[src/rtl/decode_window_ctrl_pkg.sv]
// Shared constants and types for the instruction-byte front end that feeds
// the combinational x86 decoder.
package decode_window_ctrl_pkg;

    localparam int BUF_BYTES   = 32;
    localparam int FETCH_BYTES = 8;
    localparam int WIN_BYTES   = 15;

    localparam int PTR_W = $clog2(BUF_BYTES);
    localparam int CNT_W = PTR_W + 1;

    typedef enum logic [1:0] {
        IDLE,
        RUN,
        FAULT
    } state_t;

    // Byte k of the decode window occupies bits [8k:8k+7].
    typedef logic [0:8*WIN_BYTES-1] window_t;

endpackage

[src/rtl/decode_window_ctrl_byte_ring_buffer.sv]
// Circular byte store: scatters one fetch chunk per cycle at the write pointer
// and gathers the decode window starting at the read pointer, both modulo depth.
module byte_ring_buffer
    import decode_window_ctrl_pkg::*;
(
    input  logic                     clk,
    input  logic                     reset_n,
    input  logic                     wr_en,
    input  logic [PTR_W-1:0]         wr_ptr,
    input  logic [8*FETCH_BYTES-1:0] wr_data,
    input  logic [PTR_W-1:0]         rd_ptr,
    output window_t                  rd_window
);

    logic [7:0] mem [BUF_BYTES];

    // Storage is cleared on reset so the window reads back as zero until refilled.
    always_ff @(posedge clk or negedge reset_n) begin
        if (!reset_n) begin
            for (int i = 0; i < BUF_BYTES; i++) begin
                mem[PTR_W'(i)] <= '0;
            end
        end else if (wr_en) begin
            for (int j = 0; j < FETCH_BYTES; j++) begin
                mem[wr_ptr + PTR_W'(j)] <= wr_data[8*(FETCH_BYTES-1-j) +: 8];
            end
        end
    end

    always_comb begin
        rd_window = '0;
        for (int k = 0; k < WIN_BYTES; k++) begin
            rd_window[8*k +: 8] = mem[rd_ptr + PTR_W'(k)];
        end
    end

endmodule

[src/rtl/decode_window_ctrl.sv]
// Fetch/decode byte-stream controller: keeps the ring buffer topped up from
// fetch, presents the oldest bytes to the decoder and retires what it consumes.
module decode_window_ctrl
    import decode_window_ctrl_pkg::*;
(
    input  logic        clk,
    input  logic        reset_n,
    input  logic        redirect_valid,
    input  logic [63:0] redirect_pc,
    output logic [63:0] fetch_addr,
    output logic        fetch_ready,
    input  logic        fetch_valid,
    input  logic [63:0] fetch_data,
    output window_t     dc_bytes,
    output logic [63:0] dc_pc,
    output logic        dc_valid,
    input  logic        dc_accept,
    input  logic [3:0]  dc_len,
    input  logic        dc_invalid,
    output logic        fault,
    output logic [63:0] fault_pc
);

    state_t             state, state_next;
    logic [PTR_W-1:0]   rd_ptr, rd_ptr_next;
    logic [PTR_W-1:0]   wr_ptr, wr_ptr_next;
    logic [CNT_W-1:0]   count, count_next;
    logic [63:0]        pc, pc_next;
    logic [63:0]        fetch_addr_next;
    logic [63:0]        fault_pc_next;
    logic               enq, deq, take_fault;

    assign fetch_ready = (state == RUN) && (count <= CNT_W'(BUF_BYTES - FETCH_BYTES));
    assign dc_valid    = (state == RUN) && (count >= CNT_W'(WIN_BYTES));
    assign fault       = (state == FAULT);
    assign dc_pc       = pc;

    byte_ring_buffer u_ring (
        .clk       (clk),
        .reset_n   (reset_n),
        .wr_en     (enq),
        .wr_ptr    (wr_ptr),
        .wr_data   (fetch_data),
        .rd_ptr    (rd_ptr),
        .rd_window (dc_bytes)
    );

    always_ff @(posedge clk or negedge reset_n) begin
        if (!reset_n) begin
            state      <= IDLE;
            rd_ptr     <= '0;
            wr_ptr     <= '0;
            count      <= '0;
            pc         <= '0;
            fetch_addr <= '0;
            fault_pc   <= '0;
        end else begin
            state      <= state_next;
            rd_ptr     <= rd_ptr_next;
            wr_ptr     <= wr_ptr_next;
            count      <= count_next;
            pc         <= pc_next;
            fetch_addr <= fetch_addr_next;
            fault_pc   <= fault_pc_next;
        end
    end

    // A redirect swallows every other same-cycle event; an invalid report
    // blocks retirement but lets a concurrent fetch beat land.
    always_comb begin
        enq        = fetch_valid && fetch_ready && !redirect_valid;
        take_fault = dc_valid && dc_invalid && !redirect_valid;
        deq        = dc_valid && dc_accept && (dc_len != 4'd0) && !dc_invalid && !redirect_valid;

        state_next      = state;
        rd_ptr_next     = rd_ptr;
        wr_ptr_next     = wr_ptr;
        count_next      = count;
        pc_next         = pc;
        fetch_addr_next = fetch_addr;
        fault_pc_next   = fault_pc;

        if (redirect_valid) begin
            state_next      = RUN;
            rd_ptr_next     = '0;
            wr_ptr_next     = '0;
            count_next      = '0;
            pc_next         = redirect_pc;
            fetch_addr_next = redirect_pc;
            fault_pc_next   = '0;
        end else begin
            if (enq) begin
                wr_ptr_next     = wr_ptr + PTR_W'(FETCH_BYTES);
                fetch_addr_next = fetch_addr + 64'(FETCH_BYTES);
            end
            if (deq) begin
                rd_ptr_next = rd_ptr + PTR_W'(dc_len);
                pc_next     = pc + 64'(dc_len);
            end
            count_next = count
                       + (enq ? CNT_W'(FETCH_BYTES) : '0)
                       - (deq ? CNT_W'(dc_len) : '0);
            if (take_fault) begin
                state_next    = FAULT;
                fault_pc_next = pc;
            end
        end
    end

endmodule

[config.mk]
export PLATFORM = sky130hd
export DESIGN_NAME = decode_window_ctrl
export DESIGN_NICKNAME = d
export VERILOG_FILES = /design/src/rtl/decode_window_ctrl_pkg.sv /design/src/rtl/decode_window_ctrl_byte_ring_buffer.sv /design/src/rtl/decode_window_ctrl.sv
export SDC_FILE = /design/constraint.sdc
export NUM_CORES = 2
export LEC_CHECK = 0
export CORE_ASPECT_RATIO = 1.1
export CORE_MARGIN = 10
export CORE_UTILIZATION = 46
export DETAILED_ROUTE_END_ITERATION = 16
export PLACE_DENSITY = 0.66
export SKIP_CTS_REPAIR_TIMING = 1
export SLEW_MARGIN = 5
export SYNTH_ARGS = -nofsm -noshare
export SYNTH_HDL_FRONTEND = slang
export SYNTH_SLANG_ARGS = --single-unit
[constraint.sdc]
create_clock -name clk -period 6.5 [get_ports clk]
set_clock_uncertainty 0.15 [all_clocks]
set_input_delay 1.3 -clock clk [delete_from_list [all_inputs] [get_ports clk]]
set_output_delay 1.3 -clock clk [all_outputs]
set_load 0.01 [all_outputs]
==> flow_summary_export.csv <==
group,metric,value,unit
timing,fmax,0.163,GHz
critical_path,crit_path_end_kind,"output port",
flow_run,max_cap_viol_count,0,
die,fp.dieH,304,um
critical_path,cp.arrival,4700,ps
synth,synth_area_per_cell,10.7,um^2
synth,synthAdderAreaFrac,1.64,%
cts,clock_sinks,463,
timing,finalHoldViolations,0,
power,power,0.0146,W
layout,nNetsFinal,3669,
die,die_area,0.0847,mm^2
cts,cts_buffers,53,
critical_path,r2r-end,"u_ring.mem[92]",
synth,synth_warnings,0,
min_path,worstHoldPathType,"reg2reg",
power,power.density,355,mW/mm^2
timing,worstMarginPinSlew,1110,ps
min_path,min_from,"fault_pc[29]",
critical_path,startpoint_type,"flop",
synth,syn_nets,3352,
min_path,hold_end,"fault_pc[29]",
cts,clk_pin_slew_worst_paths,60,ps
placement,dp.final_hpwl,98.0,mm
timing,period_share,94.6,%
grt,grt_pass1_vias,28046,
detailed_routing,met1_length,45.8,mm
placement,port_buffers,452,
grt,track_usage,30.1,%
die,start_util,46.3,%
critical_path,reg2reg_slack,2810,ps
synth,synth_top_family_by_area,"multiplexers",
placement,gp_congestion,1.01,
grt,grt_max_degree,152,
synth,synth_top_flop_cell,"dfrtp_1",
critical_path,critPathMaxFanout,48,
synth,synth_async_sr_flop_share,72.4,%
synth,synth_edf_count,128,
detailed_routing,wl_met3,11.5,mm
synth,ys_ff_latch,463,
cts,clock_latency,640,ps
detailed_routing,top_layer,"met4",
detailed_routing,vias,28783,
timing,slew_headroom,25.2,%
critical_path,reg2reg_depth,6,
layout,area_delta_synth_final,21.8,%
timing,whs,370,ps
grt,grt_pass1_wl,192,mm
synth,synth-compound-area-share,7.75,%
critical_path,crit_required,5050,ps
synth,synth_cells,3172,
power,p_leak,14.9,nW
detailed_routing,drc,0,
synth,yosysSeqAreaShare,36.2,%
cts,root_buffer,"clkbuf_16",
detailed_routing,ant_nets,0,
layout,nFillCells,6190,
timing,drv_slew,0,
detailed_routing,drt_iter0_drc,2702,
timing,setup_violations,0,
synth,synth_cell_type_count,64,
synth,synth_xor_area_share,1.58,%
die,core,0.0730,mm^2
die,rows,104,
layout,stdcell_count,4489,
cts,clockBufferDepth,3,
critical_path,r2r-start,"count[5]",
synth,synthMuxAreaShare,31.8,%
cts,cts_tree,"yes",
detailed_routing,wl_met2,64.1,mm
cts,htreeDepth,2,
critical_path,critPathKind,"reg2out",
layout,drive_gt1_share,19.9,%
timing,rsz0062_at_grt,"false",
die,io_pins,453,
die,die_x,278,um
power,ir_drop,214,uV
detailed_routing,wl,130,mm
grt,antenna_found_initial,2,
synth,synth-simple-area-share,17.6,%
min_path,whs_path_depth,2,
placement,dp.cells,4388,
detailed_routing,drt-pass1-iter-count,6,
outcome,status,"complete, no violations",
grt,grt-ovfl-total,0,
detailed_routing,vias_per_cell,6.41,
synth,syn-cell-area,0.0338,mm^2
timing,period_needed,6150,ps
detailed_routing,routedWlPerCell,29.0,um
timing,finalSetupTns,0,ps
-- cell families (layout without fill, tap and decap cells) --
group / count (synthesis) / in the layout
AO/OA/AOI/OAI: 431 / 431
XOR/XNOR: 61 / 61
adder cells (fa/ha/maj): 42 / 42
buffers and inverters: 301 / 660
flip-flops: 463 / 463
multiplexers: 614 / 614
other: 0 / 4
AND/OR/NAND/NOR: 1260 / 1260
-- worst max-delay path, cell delays in order, from the launching register on --
cell and delay, ps:
dfrtp_4 720, inv_1 240, ha_4 750, buf_12 370
mux4_2 630, mux2_2 310, mux4_2 540, clkdlybuf4s50_1 520
-- power breakdown --
group          leakage [nW]  internal, W  switching, W
Clock                 0.925      0.00194       0.00132
Combinational          8.85      0.00343       0.00364
Sequential             5.16      0.00352      0.000772
Total                  14.9      0.00889       0.00573
-- registers in the layout, indices dropped and copies added (netlist names) --
signal      count
dc_pc          64
u_ring.mem    256
state           2
count           6
rd_ptr          5
wr_ptr          2
fault_pc       64
fetch_addr     64
-- worst max-delay path by stage --
stage | end | cells after the start | slack [ps] | start
2_1_floorplan | dc_bytes[104] | 12 | 1150 | rd_ptr[0]
3_3_place_gp | dc_bytes[106] | 7 | 1040 | rd_ptr[1]
3_5_place_dp | dc_bytes[106] | 7 | 980 | rd_ptr[1]
4_1_cts | dc_bytes[106] | 7 | 320 | rd_ptr[1]
5_1_grt | dc_bytes[108] | 7 | 200 | rd_ptr[1]
6_report | dc_bytes[106] | 7 | 350 | rd_ptr[1]
-- stage by stage --
step / utilization (%) / worst slack, ps / cell area, um^2
after floorplan: - / 1150 / 33800
after global placement: 53.8 / 1040 / 39300
after detailed placement: 53.8 / 981 / 39300
after CTS: 56.4 / 322 / 41200
after global routing: 56.4 / 196 / 41200
final: 56.4 / 351 / 41200
-- layout make-up --
type	count	area, um^2	share of cell area, %
multi-input combinational	2408	20600	50.0
sequential	463	12200	29.7
timing repair buffer	516	5060	12.3
clock buffer	77	1590	3.85
tap	954	1190	2.90
clock inverter	20	315	0.766
inverter	47	179	0.435
antenna	4	10.0	0.0243
-- cell usage in the layout (no fill, tap or decap), types with 27 or more instances in the layout --
cell and instances:
inv_1 43, nor2_1 111, dfrtp_1 331, clkdlybuf4s50_1 450, and4_1 33, a211oi_1 36, mux2i_1 110, and3_1 27
mux2_2 152, edfxtp_1 128, nand4_1 39, buf_4 60, nor3_1 55, clkbuf_16 53, a311oi_1 32, nand3_1 52
a21oi_1 109, ha_1 32, mux4_2 352, and2_1 142, o21ai_0 172, nor2b_1 27, nor4_1 40, nand2_1 669
-- cells in the mapped netlist (38+ instances only) --
cell,count,area (um^2)
clkbuf_1,187,702
mux2i_1,110,1100
ha_1,38,475
nand4_1,39,244
edfxtp_1,128,3840
a21oi_1,109,546
inv_1,44,165
nand2_1,672,2520
mux2_2,152,1710
mux4_2,352,7930
dfrtp_1,335,8380
nand3_1,52,260
nor4_1,41,257
o21ai_0,172,861
and2_1,143,895
nor3_1,55,275
nor2_1,111,417
-- routing by layer --
metal / up-vias / track usage (%)
met5: - / 0
met4: 0 / 17.5
met3: 305 / 7.09
met2: 1453 / 50.7
met1: 14486 / 34.5
li1: 12539 / -
No activity file was read; power rests on OpenSTA's default activity.
